[src/rtl/log_sched_pkg.sv]
// Shared types and defaults for the river-log lane scheduler.
package log_sched_pkg;
    localparam int NUM_LANES = 6;
    localparam int DIV_W     = 24;

    typedef enum logic [1:0] {
        ST_IDLE   = 2'd0,
        ST_LOAD   = 2'd1,
        ST_RUN    = 2'd2,
        ST_PAUSED = 2'd3
    } state_e;

    localparam logic [DIV_W-1:0] DEF_DIV0 = 24'd200000;
    localparam logic [DIV_W-1:0] DEF_DIV1 = 24'd100000;
    localparam logic [DIV_W-1:0] DEF_DIV2 = 24'd275000;
    localparam logic [DIV_W-1:0] DEF_DIV3 = 24'd190000;
    localparam logic [DIV_W-1:0] DEF_DIV4 = 24'd350000;
    localparam logic [DIV_W-1:0] DEF_DIV5 = 24'd150000;
    localparam logic [NUM_LANES-1:0] DEF_DIR_MASK = 6'b101010;
    localparam logic [DIV_W-1:0] DEF_MIN_DIV = 24'd1000;

    // Faster levels halve the period per step, but never below the floor.
    function automatic logic [DIV_W-1:0] scaled_div(input logic [DIV_W-1:0] base,
                                                    input logic [1:0] lvl,
                                                    input logic [DIV_W-1:0] floor_div);
        logic [DIV_W-1:0] shifted;
        shifted = base >> lvl;
        return (shifted < floor_div) ? floor_div : shifted;
    endfunction
endpackage

[src/rtl/log_sched_if.sv]
// Control/status bundle between the game logic and the log scheduler.
interface log_sched_if;
    logic                                 start;
    logic                                 pause;
    logic [1:0]                           level;
    logic                                 level_load;
    logic [2:0]                           frog_lane;
    logic                                 frog_on_log;
    logic [log_sched_pkg::NUM_LANES-1:0]  lane_step;
    logic [log_sched_pkg::NUM_LANES-1:0]  lane_dir;
    logic                                 carry_step;
    logic                                 carry_dir;
    logic                                 busy;
    logic [1:0]                           state;

    modport master (
        output start, pause, level, level_load, frog_lane, frog_on_log,
        input  lane_step, lane_dir, carry_step, carry_dir, busy, state
    );
    modport slave (
        input  start, pause, level, level_load, frog_lane, frog_on_log,
        output lane_step, lane_dir, carry_step, carry_dir, busy, state
    );
endinterface

[src/rtl/lane_tick_gen.sv]
// One lane's step timer: counts enabled cycles, strobes one cycle after reaching div.
module lane_tick_gen import log_sched_pkg::*; (
    input  logic             clk,
    input  logic             reset,
    input  logic             en,
    input  logic             clr,
    input  logic [DIV_W-1:0] div,
    output logic             step
);
    logic [DIV_W-1:0] cnt;
    logic             hit;

    // >= so a divider lowered below the running count fires immediately.
    assign hit = en && (cnt >= div);

    always_ff @(posedge clk) begin
        if (reset) begin
            cnt  <= '0;
            step <= 1'b0;
        end else begin
            step <= hit;
            if (clr || hit)
                cnt <= '0;
            else if (en)
                cnt <= cnt + 1'b1;
        end
    end
endmodule

[src/rtl/log_scheduler.sv]
// Loads per-lane step dividers for the selected speed level, then paces the six log lanes.
module log_scheduler import log_sched_pkg::*; #(
    parameter logic [DIV_W-1:0]     LANE_DIV0 = DEF_DIV0,
    parameter logic [DIV_W-1:0]     LANE_DIV1 = DEF_DIV1,
    parameter logic [DIV_W-1:0]     LANE_DIV2 = DEF_DIV2,
    parameter logic [DIV_W-1:0]     LANE_DIV3 = DEF_DIV3,
    parameter logic [DIV_W-1:0]     LANE_DIV4 = DEF_DIV4,
    parameter logic [DIV_W-1:0]     LANE_DIV5 = DEF_DIV5,
    parameter logic [NUM_LANES-1:0] DIR_MASK  = DEF_DIR_MASK,
    parameter logic [DIV_W-1:0]     MIN_DIV   = DEF_MIN_DIV
) (
    input  logic      clk,
    input  logic      reset,
    log_sched_if.slave bus
);
    localparam logic [1:0] S_IDLE   = ST_IDLE;
    localparam logic [1:0] S_LOAD   = ST_LOAD;
    localparam logic [1:0] S_RUN    = ST_RUN;
    localparam logic [1:0] S_PAUSED = ST_PAUSED;

    localparam logic [NUM_LANES-1:0][DIV_W-1:0] LANE_BASE =
        {LANE_DIV5, LANE_DIV4, LANE_DIV3, LANE_DIV2, LANE_DIV1, LANE_DIV0};

    logic [1:0]                        state_q, state_n;
    logic [1:0]                        level_q;
    logic [2:0]                        load_idx;
    logic [NUM_LANES-1:0][DIV_W-1:0]   div_q;
    logic [NUM_LANES-1:0]              step;
    logic                              go_load;
    logic                              run_en;

    always_comb begin
        state_n = state_q;
        go_load = 1'b0;
        case (state_q)
            S_IDLE: if (bus.start) begin
                state_n = S_LOAD;
                go_load = 1'b1;
            end
            S_LOAD: if (load_idx == 3'd5)
                state_n = bus.pause ? S_PAUSED : S_RUN;
            S_RUN, S_PAUSED: begin
                if (bus.level_load) begin
                    state_n = S_LOAD;
                    go_load = 1'b1;
                end else begin
                    state_n = bus.pause ? S_PAUSED : S_RUN;
                end
            end
            default: state_n = S_IDLE;
        endcase
    end

    // Counting only while staying in RUN keeps every registered step inside RUN.
    assign run_en = (state_q == S_RUN) && (state_n == S_RUN);

    always_ff @(posedge clk) begin
        if (reset) begin
            state_q  <= S_IDLE;
            level_q  <= 2'd0;
            load_idx <= 3'd0;
            div_q    <= '0;
        end else begin
            state_q <= state_n;
            if (go_load) begin
                level_q  <= bus.level;
                load_idx <= 3'd0;
            end else if (state_q == S_LOAD) begin
                div_q[load_idx] <= scaled_div(LANE_BASE[load_idx], level_q, MIN_DIV);
                load_idx        <= (load_idx == 3'd5) ? 3'd0 : load_idx + 3'd1;
            end
        end
    end

    lane_tick_gen u_lane [NUM_LANES-1:0] (
        .clk   (clk),
        .reset (reset),
        .en    (run_en),
        .clr   (go_load),
        .div   (div_q),
        .step  (step)
    );

    always_comb begin
        bus.carry_step = 1'b0;
        bus.carry_dir  = 1'b0;
        if (bus.frog_lane < 3'd6) begin
            bus.carry_step = step[bus.frog_lane] & bus.frog_on_log;
            bus.carry_dir  = DIR_MASK[bus.frog_lane];
        end
    end

    assign bus.lane_step = step;
    assign bus.lane_dir  = DIR_MASK;
    assign bus.busy      = (state_q == S_LOAD);
    assign bus.state     = state_q;
endmodule

[src/flat_wrapper.sv]
// flat-port wrapper written by rule: the top's interface ports become plain ports
module log_scheduler_flat import log_sched_pkg::*;
#(
    parameter logic [DIV_W-1:0]     LANE_DIV0 = DEF_DIV0,
    parameter logic [DIV_W-1:0]     LANE_DIV1 = DEF_DIV1,
    parameter logic [DIV_W-1:0]     LANE_DIV2 = DEF_DIV2,
    parameter logic [DIV_W-1:0]     LANE_DIV3 = DEF_DIV3,
    parameter logic [DIV_W-1:0]     LANE_DIV4 = DEF_DIV4,
    parameter logic [DIV_W-1:0]     LANE_DIV5 = DEF_DIV5,
    parameter logic [NUM_LANES-1:0] DIR_MASK  = DEF_DIR_MASK,
    parameter logic [DIV_W-1:0]     MIN_DIV   = DEF_MIN_DIV
)
  (clk, reset, bus_start, bus_pause, bus_level, bus_level_load, bus_frog_lane, bus_frog_on_log, bus_lane_step, bus_lane_dir, bus_carry_step, bus_carry_dir, bus_busy, bus_state);
  log_sched_if bus_i ();
  input  logic clk;
  input  logic reset;
  input wire logic [$bits(bus_i.start)-1:0] bus_start;
  input wire logic [$bits(bus_i.pause)-1:0] bus_pause;
  input wire logic [$bits(bus_i.level)-1:0] bus_level;
  input wire logic [$bits(bus_i.level_load)-1:0] bus_level_load;
  input wire logic [$bits(bus_i.frog_lane)-1:0] bus_frog_lane;
  input wire logic [$bits(bus_i.frog_on_log)-1:0] bus_frog_on_log;
  output wire logic [$bits(bus_i.lane_step)-1:0] bus_lane_step;
  output wire logic [$bits(bus_i.lane_dir)-1:0] bus_lane_dir;
  output wire logic [$bits(bus_i.carry_step)-1:0] bus_carry_step;
  output wire logic [$bits(bus_i.carry_dir)-1:0] bus_carry_dir;
  output wire logic [$bits(bus_i.busy)-1:0] bus_busy;
  output wire logic [$bits(bus_i.state)-1:0] bus_state;
  assign bus_i.start = bus_start;
  assign bus_i.pause = bus_pause;
  assign bus_i.level = bus_level;
  assign bus_i.level_load = bus_level_load;
  assign bus_i.frog_lane = bus_frog_lane;
  assign bus_i.frog_on_log = bus_frog_on_log;
  assign bus_lane_step = bus_i.lane_step;
  assign bus_lane_dir = bus_i.lane_dir;
  assign bus_carry_step = bus_i.carry_step;
  assign bus_carry_dir = bus_i.carry_dir;
  assign bus_busy = bus_i.busy;
  assign bus_state = bus_i.state;
  log_scheduler #(.LANE_DIV0(LANE_DIV0), .LANE_DIV1(LANE_DIV1), .LANE_DIV2(LANE_DIV2), .LANE_DIV3(LANE_DIV3), .LANE_DIV4(LANE_DIV4), .LANE_DIV5(LANE_DIV5), .DIR_MASK(DIR_MASK), .MIN_DIV(MIN_DIV)) u_core (.clk(clk), .reset(reset), .bus(bus_i));
endmodule
[config.mk]
export PLATFORM = sky130hd
export DESIGN_NAME = log_scheduler_flat
export DESIGN_NICKNAME = d
export VERILOG_FILES = /design/src/rtl/log_sched_pkg.sv /design/src/rtl/log_sched_if.sv /design/src/rtl/lane_tick_gen.sv /design/src/rtl/log_scheduler.sv /design/src/flat_wrapper.sv
export SDC_FILE = /design/constraint.sdc
export NUM_CORES = 1
export LEC_CHECK = 0
export BUFFER_PORTS_ARGS = -buffer_cell sky130_fd_sc_hd__buf_2
export CAP_MARGIN = 20
export CORE_UTILIZATION = 58
export CTS_CLUSTER_SIZE = 40
export DETAILED_ROUTE_END_ITERATION = 12
export PLACE_DENSITY_LB_ADDON = 0.08
export SYNTH_ARGS = -nofsm -noshare
export SYNTH_HDL_FRONTEND = slang
export SYNTH_SLANG_ARGS = --single-unit
[constraint.sdc]
create_clock -name clk -period 3.2 [get_ports clk]
set_input_delay 0.32 -clock clk [delete_from_list [all_inputs] [get_ports clk]]
set_output_delay 0.32 -clock clk [all_outputs]
set_load 0.02 [all_outputs]
# After elaboration in Yosys (flattened, before gate mapping)
# Memories as Yosys holds them, arrays and structs flattened. A register that Yosys moved wholly into a read port is not among the register bits.
# Index checks and enable logic that the tools add are counted.
totals:
  regBits: 301
  latch_bits: 0
  mem_bits_rw: 0
  rom_bits: 200
  in_bits: 11
  output_inout_bits: 17
  wordCells: 94
  mem_count: 2
op_classes:
  addsub: 7
  n_mul: 0
  div_mod_pow: 0
  order_cmp: 11
  n_eq_ne: 5
  shift: 1
  mux: 21
  bitwise_logic: 2
  reduce_logical: 24
mem_list:
  columns: ["memory", "words", "word_bits", "rd", "rd_ports_with_merged_regs", "wr", "line_no", "rtl"]
  rows:
  - ["(no name shown)", 8, 24, 1, 1, 0, "log_scheduler.sv:69", "div_q[load_idx] <= scaled_div(LANE_BASE[load_idx], level_q, MIN_DIV);"]
  - ["(no name shown)", 8, 1, 1, 0, 0, "log_scheduler.sv:89", "bus.carry_dir = DIR_MASK[bus.frog_lane];"]
op_table:
  columns: ["cell", "count"]
  rows:
  - ["adder 24 x 1 -> 24 bit, second input constant", 6]
  - ["bitwise mux 144 bit", 1]
  - ["greater-or-equal comparator 24 bit", 6]
  - ["demux 24 bit (select 3 bit)", 1]
  - ["two-way mux 24 bit", 3]
  - ["< comparator 24 x 10 -> 1 bit, second input constant", 1]
  - [">> shifter 24 x 2 -> 24 bit", 1]
  - ["OR reduction 2 bit", 8]
  - ["two-way mux 3 bit", 3]
  - ["logical AND 1 bit", 8]
  - ["< comparator 3 x 4 -> 1 bit, second input constant", 2]
  - ["two-way mux 1 bit", 7]
  - ["== test 2 bit, second input constant", 3]
  - ["logical OR 1 bit", 6]
  - ["two-way mux 2 bit", 3]
  - ["case mux 2 bit (3 select lines)", 1]
  - ["adder 3 x 1 -> 3 bit, second input constant", 1]
  - ["binary-select mux 1 bit (select 3 bit)", 1]
  - ["== test 3 bit, second input constant", 1]
  - ["greater-or-equal comparator 3 x 1 -> 1 bit, second input constant", 1]
  - ["< comparator 3 bit, second input constant", 1]
  - ["== test 2 x 1 -> 1 bit, second input constant", 1]
  - ["logical NOT 2 bit", 1]
  - ["case mux 1 bit (2 select lines)", 1]
  - ["other kinds (3)", 3]

# Logic depth before layout (Yosys ltp)
# Gate-level depths: netlist (run 1).
depth:
  ltp_word: 8
  mapped_depth: 11
  mapped_depth_nobuf: 10

# Modules after synthesis
# From an unflattened synthesis (run 1), not the netlist that was laid out.
unflattened:
  cells_unflattened: 1881
  area_unflattened_um2: 16221.8
modules_own_cells:
  columns: ["module", "n_inst", "cells_each", "area_each_um2"]
  rows:
  - ["lane_tick_gen", 6, 216, 1800.5]
  - ["log_scheduler", 1, 585, 5418.9]

# Worst setup path after synthesis (run 1)
# No wires, ideal clock.
synth_path:
  kind: "reg2reg"
  startpoint: "register u_core.div_q[137] in the netlist's numbering"
  endpoint: "register u_core.u_lane[5].cnt[12]"
  arrival_time_ns: 2.213
  slack_ns: 0.855
  stages_incl_launch_ff: 10
  path_buffers: 2
  synth_period_minus_slack_ns: 2.345
  cell_sequence: "dfxtp_1 -> inv_1 -> ha_1 -> and4b_1 -> nand3_1 -> or4_1 -> clkbuf_1 -> a21oi_2 -> buf_2 -> nor3_1"
synth_via:
  elab_chain_cells: 4
synth_rtl:
  columns: ["item", "line_no", "rtl"]
  rows:
  - ["from (decl)", "log_scheduler.sv:27", "logic [NUM_LANES-1:0][DIV_W-1:0] div_q;"]
  - ["from (signal, indexed assignment)", "log_scheduler.sv:69", null]
  - ["greater-or-equal comparator 24 bit", "lane_tick_gen.sv:14", "assign hit = en && (cnt >= div);"]
  - ["logical AND 1 bit", "lane_tick_gen.sv:14", null]
  - ["logical OR 1 bit", "lane_tick_gen.sv:22", "if (clr || hit)"]
  - ["OR reduction 2 bit (no line)", null, null]
  - ["to (signal assigned)", "lane_tick_gen.sv:25", "cnt <= cnt + 1'b1;"]
  - ["to (decl)", "lane_tick_gen.sv:10", "logic [DIV_W-1:0] cnt;"]
# No other way between the ends.
# A chain may end at the register's enable or synchronous reset.

# Final worst setup path (run 1)
layout_path:
  startpoint: "register u_core.level_q[1]"
  endpoint: "register u_core.div_q[74] in the netlist's numbering"
layout_via:
  elab_chain_cells: 4
layout_rtl:
  columns: ["item", "line_no", "rtl"]
  rows:
  - ["from (decl)", "log_scheduler.sv:25", "logic [1:0] level_q;"]
  - ["from (signal assigned)", "log_scheduler.sv:66", "level_q <= bus.level;"]
  - [">> shifter 24 x 2 -> 24 bit *", "log_sched_pkg.sv:27", "shifted = base >> lvl;"]
  - ["< comparator 24 x 10 -> 1 bit", "log_sched_pkg.sv:28", "return (shifted < floor_div) ? floor_div : shifted;"]
  - ["two-way mux 24 bit *", "log_sched_pkg.sv:28", null]
  - ["bitwise mux 144 bit *", "log_scheduler.sv:69", null]
# Every way passes the cells marked *; elsewhere a longest branch is shown, timed or not.

==> reports/results.md, run 1 <==
### Worst setup path
• **flop2flop setup slack** 0.37 ns
• **Critical R2R Capture** u_core.div_q[74]
• **critical path required time** 3.55 ns
• **Cell Chain, Critical Path** mux4_2 -> nor4_1 -> o2111a_1 -> o41a_2 -> o32ai_1
• **critical path arrival** 3.19 ns
• **path type of the worst setup path** reg2reg
• **largest stage delay on the critical path** 0.74 ns
• **critical path's top delay family** compound AO/OA/AOI/OAI gates
• **Slowest-stage cell, CP** dfxtp_1
• **CP max FO** 24
• **cell depth of the worst flop-to-flop path** 5
• **Worst Setup Start Kind** flop
• **origin of the critical flop-to-flop path** u_core.level_q[1]
• **kind of capture point of the worst setup path** flop
• **crit path buf inv count** 0

### Layout
• **fraction of layout instances using a drive strength above 1** 8.49%
• **number of nets in the finished design** 1980
• **Area growth, synth to finish** 10.2%
• **ant diodes** 0

### Yosys
• **post-synthesis average cell area** 8.27 um2
• **Yosys reg bits** 285
• **share of Yosys cell area claimed by the top area cell type** 37.6%
• **cell taking the most area after synthesis** dfxtp_1
• **combined area of all synthesized cells** 15200 um2
• **ys flop type** dfxtp_1
• **leading cell types by total area after synthesis** dfxtp_1 (38%), ha_1 (10%), nand2_1 (5.4%), nor2_1 (5.0%), a21oi_1 (3.7%)
• **Mapped Cells** 1834
• **number of enable flip-flop cells after synthesis** 0
• **Synth Warn #** 0
• **fraction of synthesis flops using an asynchronous set or reset pin** 0%
• **leading cell types by count after synthesis** dfxtp_1 (285), nand2_1 (218), nor2_1 (204), inv_1 (130), ha_1 (126)
• **count of cell types in the netlist** 67
• **most frequent cell after synthesis** dfxtp_1
• **part of the Yosys area used for sequential elements** 37.6%

### Clocking
• **TritonCTS clock tree** built
• **clk buf depth** 3
• **register clock-pin slew on the reported worst setup and hold paths** 0.05 ns
• **number of CTS-inserted buffers** 34
• **clk sinks** 285
• **Post CTS Setup Buffer Count** 0
• **clock tree root driver cell** clkbuf_16
• **Clock H-tree levels** 2
• **Post-CTS Resized** 0
• **hold-fix buffers at CTS** 0
• **worst skew pair latency** 0.51 ns

### Pwr
• **clock network power share** 47.6%
• **sequential share of power** 45.3%
• **proportion of total power due to net switching** 23.7%
• **Cell Pwr Density** 480 nW/um2
• **internal power contribution** 6.12 mW
• **leakage power total** 6.26 nW
• **Worst IR Drop VDD** 0.468 mV
• **portion of total power attributed to combinational logic** 7.1%
• **net switching power figure** 1.90 mW

### Place
• **routability congestion estimate** 0.874
• **DPL Wire Length** 26600 um
• **port buffer count** 21

### Routing
• **starting DRC count in detailed routing** 900
• **wirelength, routed** 37300 um
• **via count** 12800
• **post-DR vias/cell** 5.85
• **detailed-route DRC error count** 0
• **1st-pass router iterations** 5
• **wire length per cell** 17.0 um
• **Final ANT Viol Nets** 0

### Timing
• **Final setup viols** 0
• **skew final** 0.0123 ns
• **Peak Freq** 353 MHz
• **RSZ-0062 raised after global routing** no
• **Final Hold Violating Endpoints** 0
• **fin crit share** 88.6%
• **number of slew-limit violations in the final report** 0
• **min Tclk post-route** 2.83 ns
• **Hold WS** 0.0700 ns
• **Slew headroom** 39.7%
• **final-layout setup total negative slack** 0 ns
• **transition time at the pin with the least slew margin** 0.900 ns

### Global routing
• **met2 track demand over resource** 44.3%
• **largest net degree at the start of global routing** 84
• **GR Util met1** 39.3%
• **met3 demand-to-capacity share in global routing** 5.38%
• **remaining global-route overflow** 0
• **vias in the first global route** 12000
• **initial antenna violation count** 0
• **global-route wire length before repair** 60900 um
• **Most Used Layer, Global Route** met2
• **overall global routing resource usage** 28.4%

### Worst hold path
• **worst hold path stage count** 3
• **capture endpoint of the worst hold path** u_core.level_q[0]
• **worst min-delay path category** in2reg
• **Min-Delay Startpoint** bus_level[0]

### Run status
• **outcome** finished, final reports clean

### Die
• **cell row count** 58
• **Top Ports** 28
• **DIE WIDTH** 164 um
• **initial core utilization** 59.7%
• **die area** 26800 um2
• **Die Height** 164 um
• **core footprint** 25400 um2

### Flow run
• **Maximum Capacitance Violations** 0

-- registers in the layout (all words and copies together), names as in the netlist, named ones only --
signal and count:
u_core.u_lane.cnt 144, u_core.u_lane.step 6, u_core.bus.state 2, u_core.load_idx 3, u_core.level_q 2, u_core.div_q 114
-- final cells by class --
| type | instances | area [um2] |
|---|---|---|
| Tap cell | 330 | 413 |
| Inverter | 130 | 488 |
| Sequential cell | 285 | 5710 |
| Fill cell | 2165 | 8680 |
| Clock inverter | 6 | 55.1 |
| Clock buffer | 49 | 1060 |
| Multi-Input combinational cell | 1328 | 8560 |
| Timing Repair Buffer | 64 | 430 |
-- metrics by stage --
stage	utilization, %	cells	cell area [um2]	power, mW	setup slack, ns
after global routing	65.8	2192	16700	8.28	0.172
final	65.8	2192	16700	8.03	0.366
after detailed placement	61.4	2137	15600	4.27	0.409
after CTS	65.8	2192	16700	8.08	0.408
after global placement	61.4	2137	15600	4.26	0.529
after floorplan	-	1838	15200	4.07	0.855
-- routing by layer --
layer | vias to the layer above | wire length [um]
li1 | 6412 | -
met5 | - | 0
met4 | 0 | 979
met3 | 69 | 2670
met2 | 383 | 16400
met1 | 5965 | 17300
-- worst min-delay path: cells and delay by family --
kind / cells / cell delay, ns
buf+inv: 1 / 0.09
mux: 1 / 0.06
simple gates: 1 / 0.07
-- how the worst max path moves through the flow --
stage                               end              start  slack [ns]  cells past startpoint
3_3_place_gp          u_core.div_q[122]  u_core.level_q[1]        0.53                      5
4_1_cts                u_core.div_q[74]  u_core.level_q[1]        0.41                      5
5_1_grt               u_core.div_q[120]  u_core.level_q[1]        0.17                      5
2_1_floorplan  u_core.u_lane[5].cnt[12]  u_core.div_q[137]        0.85                      9
3_5_place_dp           u_core.div_q[28]  u_core.level_q[1]        0.41                      5
6_report               u_core.div_q[74]  u_core.level_q[1]        0.37                      5
-- logic make-up (layout without fill, tap and decap cells) --
kind of cell	count (synthesis)	count (layout)	synth area share, %
fa+ha+maj	126	126	10.4
mux	21	21	1.84
other cells	2	6	0.0495
buf+inv	225	249	6.21
simple gates	769	769	24.6
xor+xnor	100	100	5.77
flops	285	285	37.6
compound gates	306	306	13.5
-- cells in the final DEF, fill, tap and decap left out, drive strengths merged, types with 6 or more instances in the layout --
cell type | netlist | layout
a2111oi | 6 | 6
a211oi | 51 | 51
a21o | 17 | 17
a21oi | 113 | 113
a311oi | 7 | 7
a31oi | 19 | 19
and2 | 17 | 17
and3 | 33 | 33
and4 | 13 | 13
buf | 34 | 64
clkbuf | 61 | 49
conb | 2 | 6
dfxtp | 285 | 285
ha | 126 | 126
inv | 130 | 130
mux2i | 11 | 11
nand2 | 218 | 218
nand2b | 11 | 11
nand3 | 72 | 72
nand3b | 13 | 13
nand4 | 50 | 50
nand4b | 10 | 10
nor2 | 204 | 204
nor2b | 14 | 14
nor3 | 58 | 58
nor3b | 13 | 13
nor4 | 11 | 11
o211ai | 9 | 9
o21a | 7 | 7
o21ai | 31 | 31
o31ai | 14 | 14
o32ai | 12 | 12
or3 | 16 | 16
or4 | 8 | 8
xnor2 | 37 | 37
xor2 | 63 | 63
-- power groups by stage --
stage	clock, mW	combinational, mW	sequential [mW]
floorplan	0	0.378	3.69
global placement	0	0.549	3.71
detailed placement	0	0.558	3.71
finish	3.82	0.571	3.64
CTS	3.89	0.561	3.63
global route	4.02	0.619	3.64
No activity file was read; power rests on OpenSTA's default activity.
==> inputs of run 2 (changes only) <==
--- a/config.mk
+++ b/config.mk
@@ -8,9 +8,11 @@
 export BUFFER_PORTS_ARGS = -buffer_cell sky130_fd_sc_hd__buf_2
 export CAP_MARGIN = 20
 export CORE_UTILIZATION = 58
+export CTS_BUF_LIST = sky130_fd_sc_hd__clkbuf_2 sky130_fd_sc_hd__clkbuf_4 sky130_fd_sc_hd__clkbuf_8
 export CTS_CLUSTER_SIZE = 40
 export DETAILED_ROUTE_END_ITERATION = 12
 export PLACE_DENSITY_LB_ADDON = 0.08
+export SKIP_CTS_REPAIR_TIMING = 1
 export SYNTH_ARGS = -nofsm -noshare
 export SYNTH_HDL_FRONTEND = slang
 export SYNTH_SLANG_ARGS = --single-unit
==> run 2 against run 1 <==
Sequential share of layout area hardly changed. Hold slack got worse by 0.058 ns. Design area is essentially flat. Count of clock-buffer cells in the layout is 28 higher. Largest power group is now sequential cells. Core utilization about the same.
==> reports/results.md, run 2 (synthesis results as in run 1) <==
### Run status
• **outcome** finished, final reports clean, unchanged

### Layout
• **commonest cells after routing, fill and taps aside** dfxtp_1 (285), nand2_1 (218), nor2_1 (204), inv_1 (130), ha_1 (126), unchanged
• **ant diodes** 0, unchanged
• **fraction of layout instances using a drive strength above 1** 10.3%, was 8.49%
• **FF/Latch Area** 5710 um2, unchanged
• **Area growth, synth to finish** 10.1%, was 10.2%
• **Top reg by flops** u_core.u_lane.cnt, unchanged
• **number of fill cells** 2190, was 2165
• **fin util** 65.8%, about the same
• **Multi-input gate area** 8560 um2, unchanged
• **number of nets in the finished design** 1995, was 1980
• **Largest regs** u_core.u_lane.cnt x144, u_core.div_q x114, u_core.u_lane.step x6, unchanged
• **most frequent standard cell in the layout excluding fill and tap cells** dfxtp_1, unchanged
• **max reg flops** 144, unchanged

### Worst setup path
• **critical path's top delay family** compound AO/OA/AOI/OAI gates, unchanged
• **cell depth of the worst flop-to-flop path** 5, unchanged
• **origin of the critical flop-to-flop path** u_core.level_q[1], unchanged
• **Critical R2R Capture** u_core.div_q[124], was u_core.div_q[74]
• **Worst Setup Start Kind** flop, unchanged
• **largest stage delay on the critical path** 0.74 ns, about the same
• **flop2flop setup slack** 0.36 ns, was 0.37 ns
• **path type of the worst setup path** reg2reg, unchanged
• **critical path required time** 3.61 ns, was 3.55 ns
• **critical path arrival** 3.25 ns, was 3.19 ns
• **Slowest-stage cell, CP** dfxtp_1, unchanged
• **CP max FO** 24, unchanged
• **kind of capture point of the worst setup path** flop, unchanged
• **crit path buf inv count** 0, unchanged
• **Cell Chain, Critical Path** mux4_2 -> nor4_1 -> o2111a_1 -> o41a_2 -> o32ai_1, unchanged

### Clocking
• **number of CTS-inserted buffers** 49, was 34
• **clk buf depth** 3, unchanged
• **Clock H-tree levels** 2, unchanged
• **register clock-pin slew on the reported worst setup and hold paths** 0.06 ns, was 0.05 ns
• **clk sinks** 285, unchanged
• **worst skew pair latency** 0.57 ns, was 0.51 ns
• **clock tree root driver cell** clkbuf_8, was clkbuf_16
• **TritonCTS clock tree** built, unchanged

### Global routing
• **overall global routing resource usage** 28.4%, about the same
• **global-route wire length before repair** 61100 um, was 60900 um
• **largest net degree at the start of global routing** 84, unchanged
• **vias in the first global route** 12100, was 12000
• **remaining global-route overflow** 0, unchanged
• **initial antenna violation count** 0, unchanged

### Die
• **DIE WIDTH** 164 um, unchanged
• **core footprint** 25400 um2, unchanged
• **cell row count** 58, unchanged
• **Top Ports** 28, unchanged
• **die area** 26800 um2, unchanged
• **initial core utilization** 59.7%, unchanged
• **Die Height** 164 um, unchanged

### Timing
• **Slew headroom** 39.6%, was 39.7%
• **number of slew-limit violations in the final report** 0, unchanged
• **skew final** 0.0226 ns, was 0.0123 ns
• **Hold WS** 0.0117 ns, was 0.0700 ns
• **Peak Freq** 352 MHz, was 353 MHz
• **transition time at the pin with the least slew margin** 0.901 ns, was 0.900 ns
• **final-layout setup total negative slack** 0 ns, unchanged
• **fin crit share** 88.7%, was 88.6%
• **Final Hold Violating Endpoints** 0, unchanged
• **Final setup viols** 0, unchanged
• **min Tclk post-route** 2.84 ns, was 2.83 ns
• **RSZ-0062 raised after global routing** no, unchanged

### Pwr
• **leakage power total** 6.29 nW, was 6.26 nW
• **Worst IR Drop VDD** 0.376 mV, was 0.468 mV
• **Cell Pwr Density** 468 nW/um2, was 480 nW/um2

### Routing
• **wirelength, routed** 37300 um, about the same
• **via count** 12900, was 12800
• **post-DR vias/cell** 5.78, was 5.85
• **met2 routed wirelength** 16600 um, was 16400 um
• **starting DRC count in detailed routing** 953, was 900
• **Final ANT Viol Nets** 0, unchanged
• **Post-Route M1 WL** 17600 um, was 17300 um
• **wire length on met3** 2350 um, was 2670 um
• **highest metal used** met4, unchanged
• **wire length per cell** 16.8 um, was 17.0 um
• **detailed-route DRC error count** 0, unchanged
• **1st-pass router iterations** 7, was 5

### Worst hold path
• **worst hold path stage count** 3, unchanged
• **worst min-delay path category** in2reg, unchanged
• **capture endpoint of the worst hold path** u_core.level_q[0], unchanged
• **Min-Delay Startpoint** bus_level[0], unchanged

### Flow run
• **Maximum Capacitance Violations** 0, unchanged

### Place
• **DPL Wire Length** 26600 um, unchanged
• **routability congestion estimate** 0.874, unchanged
• **port buffer count** 21, unchanged

run 2: cell count changes in the layout (fill, tap and decap cells not counted), sizes merged:
cell,delta
clkinvlp,+1
clkbuf,+28
clkinv,+5
run 2: power by group:
group / internal, mW / leakage (nW) / total [mW] / switching [mW]
Clock: 2.10 / 0.589 / 3.61 / 1.51
Combinational: 0.166 / 3.41 / 0.570 / 0.404
Sequential: 3.60 / 2.30 / 3.64 / 0.0407
run 2: worst max-delay path by stage:
stage / start / to / cells past startpoint
detailed placement: u_core.level_q[1] / u_core.div_q[28] / 5
global route: u_core.level_q[1] / u_core.div_q[122] / 5
floorplan: u_core.div_q[137] / u_core.u_lane[5].cnt[12] / 9
CTS: u_core.level_q[1] / u_core.div_q[122] / 5
global placement: u_core.level_q[1] / u_core.div_q[122] / 5
finish: u_core.level_q[1] / u_core.div_q[124] / 5
run 2: worst reg2reg max path, delay by kind of cell (launching register included):
family | cells | cell delay (ns)
AO/OA/AOI/OAI | 3 | 0.96
multiplexers | 1 | 0.69
flip-flops | 1 | 0.74
AND/OR/NAND/NOR | 1 | 0.29
run 2: metrics by stage:
stage	total power [mW]	instances	cell area [um2]	setup WS, ns
after global routing	8.09	2226	16700	0.219
after global placement	4.26	2137	15600	0.529
final	7.81	2226	16700	0.362
after floorplan	4.07	1838	15200	0.855
after CTS	7.86	2226	16700	0.408
after detailed placement	4.27	2137	15600	0.409
run 2: layout make-up:
| type | count | area share, % |
|---|---|---|
| Inverter | 130 | 2.92 |
| Clock inverter | 12 | 0.524 |
| Sequential cell | 285 | 34.2 |
| Multi-Input combinational cell | 1328 | 51.3 |
| Tap cell | 330 | 2.47 |
| Clock buffer | 77 | 6.08 |
| Timing Repair Buffer | 64 | 2.58 |
run 2: routing by layer:
metal | vias up | track usage, %
li1 | 6451 | -
met1 | 6000 | 39.4
met2 | 354 | 44.5
met3 | 71 | 5.43
met4 | 0 | 8.63
met5 | - | 0
==> inputs of run 3 (changes only) <==
--- a/config.mk
+++ b/config.mk
@@ -5,12 +5,13 @@
 export SDC_FILE = /design/constraint.sdc
 export NUM_CORES = 1
 export LEC_CHECK = 0
-export BUFFER_PORTS_ARGS = -buffer_cell sky130_fd_sc_hd__buf_2
+export BUFFER_PORTS_ARGS = -buffer_cell sky130_fd_sc_hd__buf_4
 export CAP_MARGIN = 20
 export CORE_UTILIZATION = 58
 export CTS_BUF_LIST = sky130_fd_sc_hd__clkbuf_2 sky130_fd_sc_hd__clkbuf_4 sky130_fd_sc_hd__clkbuf_8
 export CTS_CLUSTER_SIZE = 40
 export DETAILED_ROUTE_END_ITERATION = 12
+export HOLD_SLACK_MARGIN = 0.03
 export PLACE_DENSITY_LB_ADDON = 0.08
 export SKIP_CTS_REPAIR_TIMING = 1
 export SYNTH_ARGS = -nofsm -noshare
==> run 3 against run 2 <==
Critical path depth increased by 1. Largest power group unchanged. Flip-flop and latch count stayed put. Largest cell class unchanged. Hold slack improved by 0.0083 ns. Final cell count is 0.18% higher. Routed wire length decreased by 0.66%. Clock power shrank 1%. Critical path type unchanged.
==> reports/results.md, run 3 (synthesis results as in run 1) <==
### Routing
• **starting DRC count in detailed routing** 1147, was 953
• **via count** 12900, about the same
• **Final ANT Viol Nets** 0, unchanged
• **detailed-route DRC error count** 0, unchanged
• **wirelength, routed** 37100 um, was 37300 um
• **1st-pass router iterations** 7, unchanged
• **post-DR vias/cell** 5.77, was 5.78
• **wire length per cell** 16.6 um, was 16.8 um

### Die
• **Top Ports** 28, unchanged
• **cell row count** 58, unchanged
• **DIE WIDTH** 164 um, unchanged
• **initial core utilization** 59.7%, unchanged
• **die area** 26800 um2, unchanged
• **Die Height** 164 um, unchanged
• **core footprint** 25400 um2, unchanged

### Layout
• **number of nets in the finished design** 1998, was 1995
• **most frequent standard cell in the layout excluding fill and tap cells** dfxtp_1, unchanged
• **Largest regs** u_core.u_lane.cnt x144, u_core.div_q x114, u_core.u_lane.step x6, unchanged
• **fraction of layout instances using a drive strength above 1** 10.4%, was 10.3%
• **Area growth, synth to finish** 10.7%, was 10.1%
• **non-filler cells, final** 2230, was 2226
• **max reg flops** 144, unchanged
• **commonest cells after routing, fill and taps aside** dfxtp_1 (285), nand2_1 (218), nor2_1 (204), inv_1 (130), ha_1 (126), unchanged
• **Top reg by flops** u_core.u_lane.cnt, unchanged
• **fin util** 66.1%, was 65.8%
• **ant diodes** 0, unchanged
• **number of fill cells** 2203, was 2190

### Worst hold path
• **worst hold path stage count** 3, unchanged
• **worst min-delay path category** in2reg, unchanged

### Timing
• **final-layout setup total negative slack** 0 ns, unchanged
• **fin crit share** 85.5%, was 88.7%
• **number of slew-limit violations in the final report** 0, unchanged
• **Hold WS** 0.0200 ns, was 0.0117 ns
• **Final setup viols** 0, unchanged
• **min Tclk post-route** 2.74 ns, was 2.84 ns
• **RSZ-0062 raised after global routing** no, unchanged
• **transition time at the pin with the least slew margin** 0.801 ns, was 0.901 ns
• **Peak Freq** 365 MHz, was 352 MHz
• **Slew headroom** 46.2%, was 39.6%
• **skew final** 0.0133 ns, was 0.0226 ns
• **Final Hold Violating Endpoints** 0, unchanged

### Run status
• **outcome** finished, final reports clean, unchanged

### Clocking
• **clk sinks** 285, unchanged
• **number of CTS-inserted buffers** 48, was 49
• **clock tree root driver cell** clkbuf_8, unchanged
• **worst skew pair latency** 0.57 ns, about the same
• **clk buf depth** 3, unchanged
• **Clock H-tree levels** 2, unchanged
• **TritonCTS clock tree** built, unchanged
• **register clock-pin slew on the reported worst setup and hold paths** 0.06 ns, about the same

### Worst setup path
• **critical path's top delay family** compound AO/OA/AOI/OAI gates, unchanged
• **Cell Chain, Critical Path** buf_4 -> mux2_2 -> o21ai_1 -> nor2b_1 -> o41a_2 -> o31ai_1, was mux4_2 -> nor4_1 -> o2111a_1 -> o41a_2 -> o32ai_1
• **path length in cells of the critical path** 6, was 5
• **cell depth of the worst flop-to-flop path** 6, was 5
• **largest stage delay on the critical path** 0.61 ns, was 0.74 ns
• **critical path arrival** 3.16 ns, was 3.25 ns
• **critical path required time** 3.62 ns, was 3.61 ns
• **kind of capture point of the worst setup path** flop, unchanged
• **crit path buf inv count** 1, was 0
• **CP max FO** 24, unchanged
• **Slowest-stage cell, CP** dfxtp_1, unchanged
• **path type of the worst setup path** reg2reg, unchanged
• **Worst Setup Start Kind** flop, unchanged

### Pwr
• **portion of total power attributed to combinational logic** 7.5%, was 7.3%
• **net switching power figure** 1.93 mW, was 1.95 mW
• **leakage power total** 6.32 nW, was 6.29 nW
• **internal power contribution** 5.84 mW, was 5.86 mW
• **Cell Pwr Density** 463 nW/um2, was 468 nW/um2
• **total power of the final layout** 7.77 mW, was 7.81 mW
• **Worst IR Drop VDD** 0.363 mV, was 0.376 mV
• **clock network power share** 45.8%, was 46.2%
• **sequential share of power** 46.8%, was 46.5%
• **proportion of total power due to net switching** 24.8%, was 25.0%

### Flow run
• **Maximum Capacitance Violations** 0, unchanged

### Global routing
• **largest net degree at the start of global routing** 69, was 84
• **vias in the first global route** 11900, was 12100
• **remaining global-route overflow** 0, unchanged
• **initial antenna violation count** 0, unchanged
• **global-route wire length before repair** 60600 um, was 61100 um
• **overall global routing resource usage** 28.2%, was 28.4%

### Place
• **routability congestion estimate** 0.882, was 0.874
• **DPL Wire Length** 26400 um, was 26600 um
• **port buffer count** 21, unchanged
• **number of cells in the design after placement** 2140, was 2137

[run 3: cell types whose count changed in the layout (fill, tap and decap cells not counted)]
cell	previous run	this run
buf_12	0	1
dlygate4sd3_1	0	1
buf_2	20	0
inv_6	0	1
buf_4	44	66
clkbuf_4	7	12
clkinvlp_4	1	0
bufinv_16	1	0
clkinv_2	10	6
[run 3: path summary, 6_finish.rpt]
path | start | end | slack [ns]
max | u_core.level_q[0] | u_core.div_q[49] | 0.46
min | bus_level[0] | u_core.level_q[0] | 0.02
max reg2reg | u_core.level_q[0] | u_core.div_q[49] | 0.46
min reg2reg | u_core.div_q[114] | u_core.div_q[114] | 0.45
[run 3: worst min-delay path, cell delays in order]
cell and delay, ns:
buf_4 0.09, mux2i_1 0.05, nor2_1 0.08
[run 3: routing by layer]
metal | share of wire, % | global-route usage [%] | vias to the layer above
li1 | - | - | 6447
met1 | 47 | 39.3 | 5994
met2 | 45 | 45.8 | 367
met3 | 5.7 | 3.66 | 63
met4 | 2.2 | 7.62 | 0
met5 | 0 | 0 | -
[run 3: final cells by class]
class / count / area [um2] / share of cell area (%)
Clock buffer: 82 / 1050 / 6.28
Clock inverter: 7 / 38.8 / 0.231
Inverter: 130 / 488 / 2.91
Multi-Input combinational cell: 1328 / 8560 / 51.0
Sequential cell: 285 / 5710 / 34.0
Tap cell: 330 / 413 / 2.46
Timing Repair Buffer: 68 / 526 / 3.13
[run 3: power groups by stage]
stage	registers (mW)	clock network (mW)	logic [mW]
CTS	3.63	3.64	0.577
global route	3.64	3.77	0.630
finish	3.64	3.56	0.580
global placement	3.71	0	0.568
detailed placement	3.71	0	0.573
floorplan	3.69	0	0.378
[run 3: per-stage QoR]
step                      area [um2]  setup slack (ns)
after floorplan                15200             0.855
after global placement         15700             0.588
after detailed placement       15700             0.533
after CTS                      16800             0.508
after global routing           16800             0.239
final                          16800             0.463
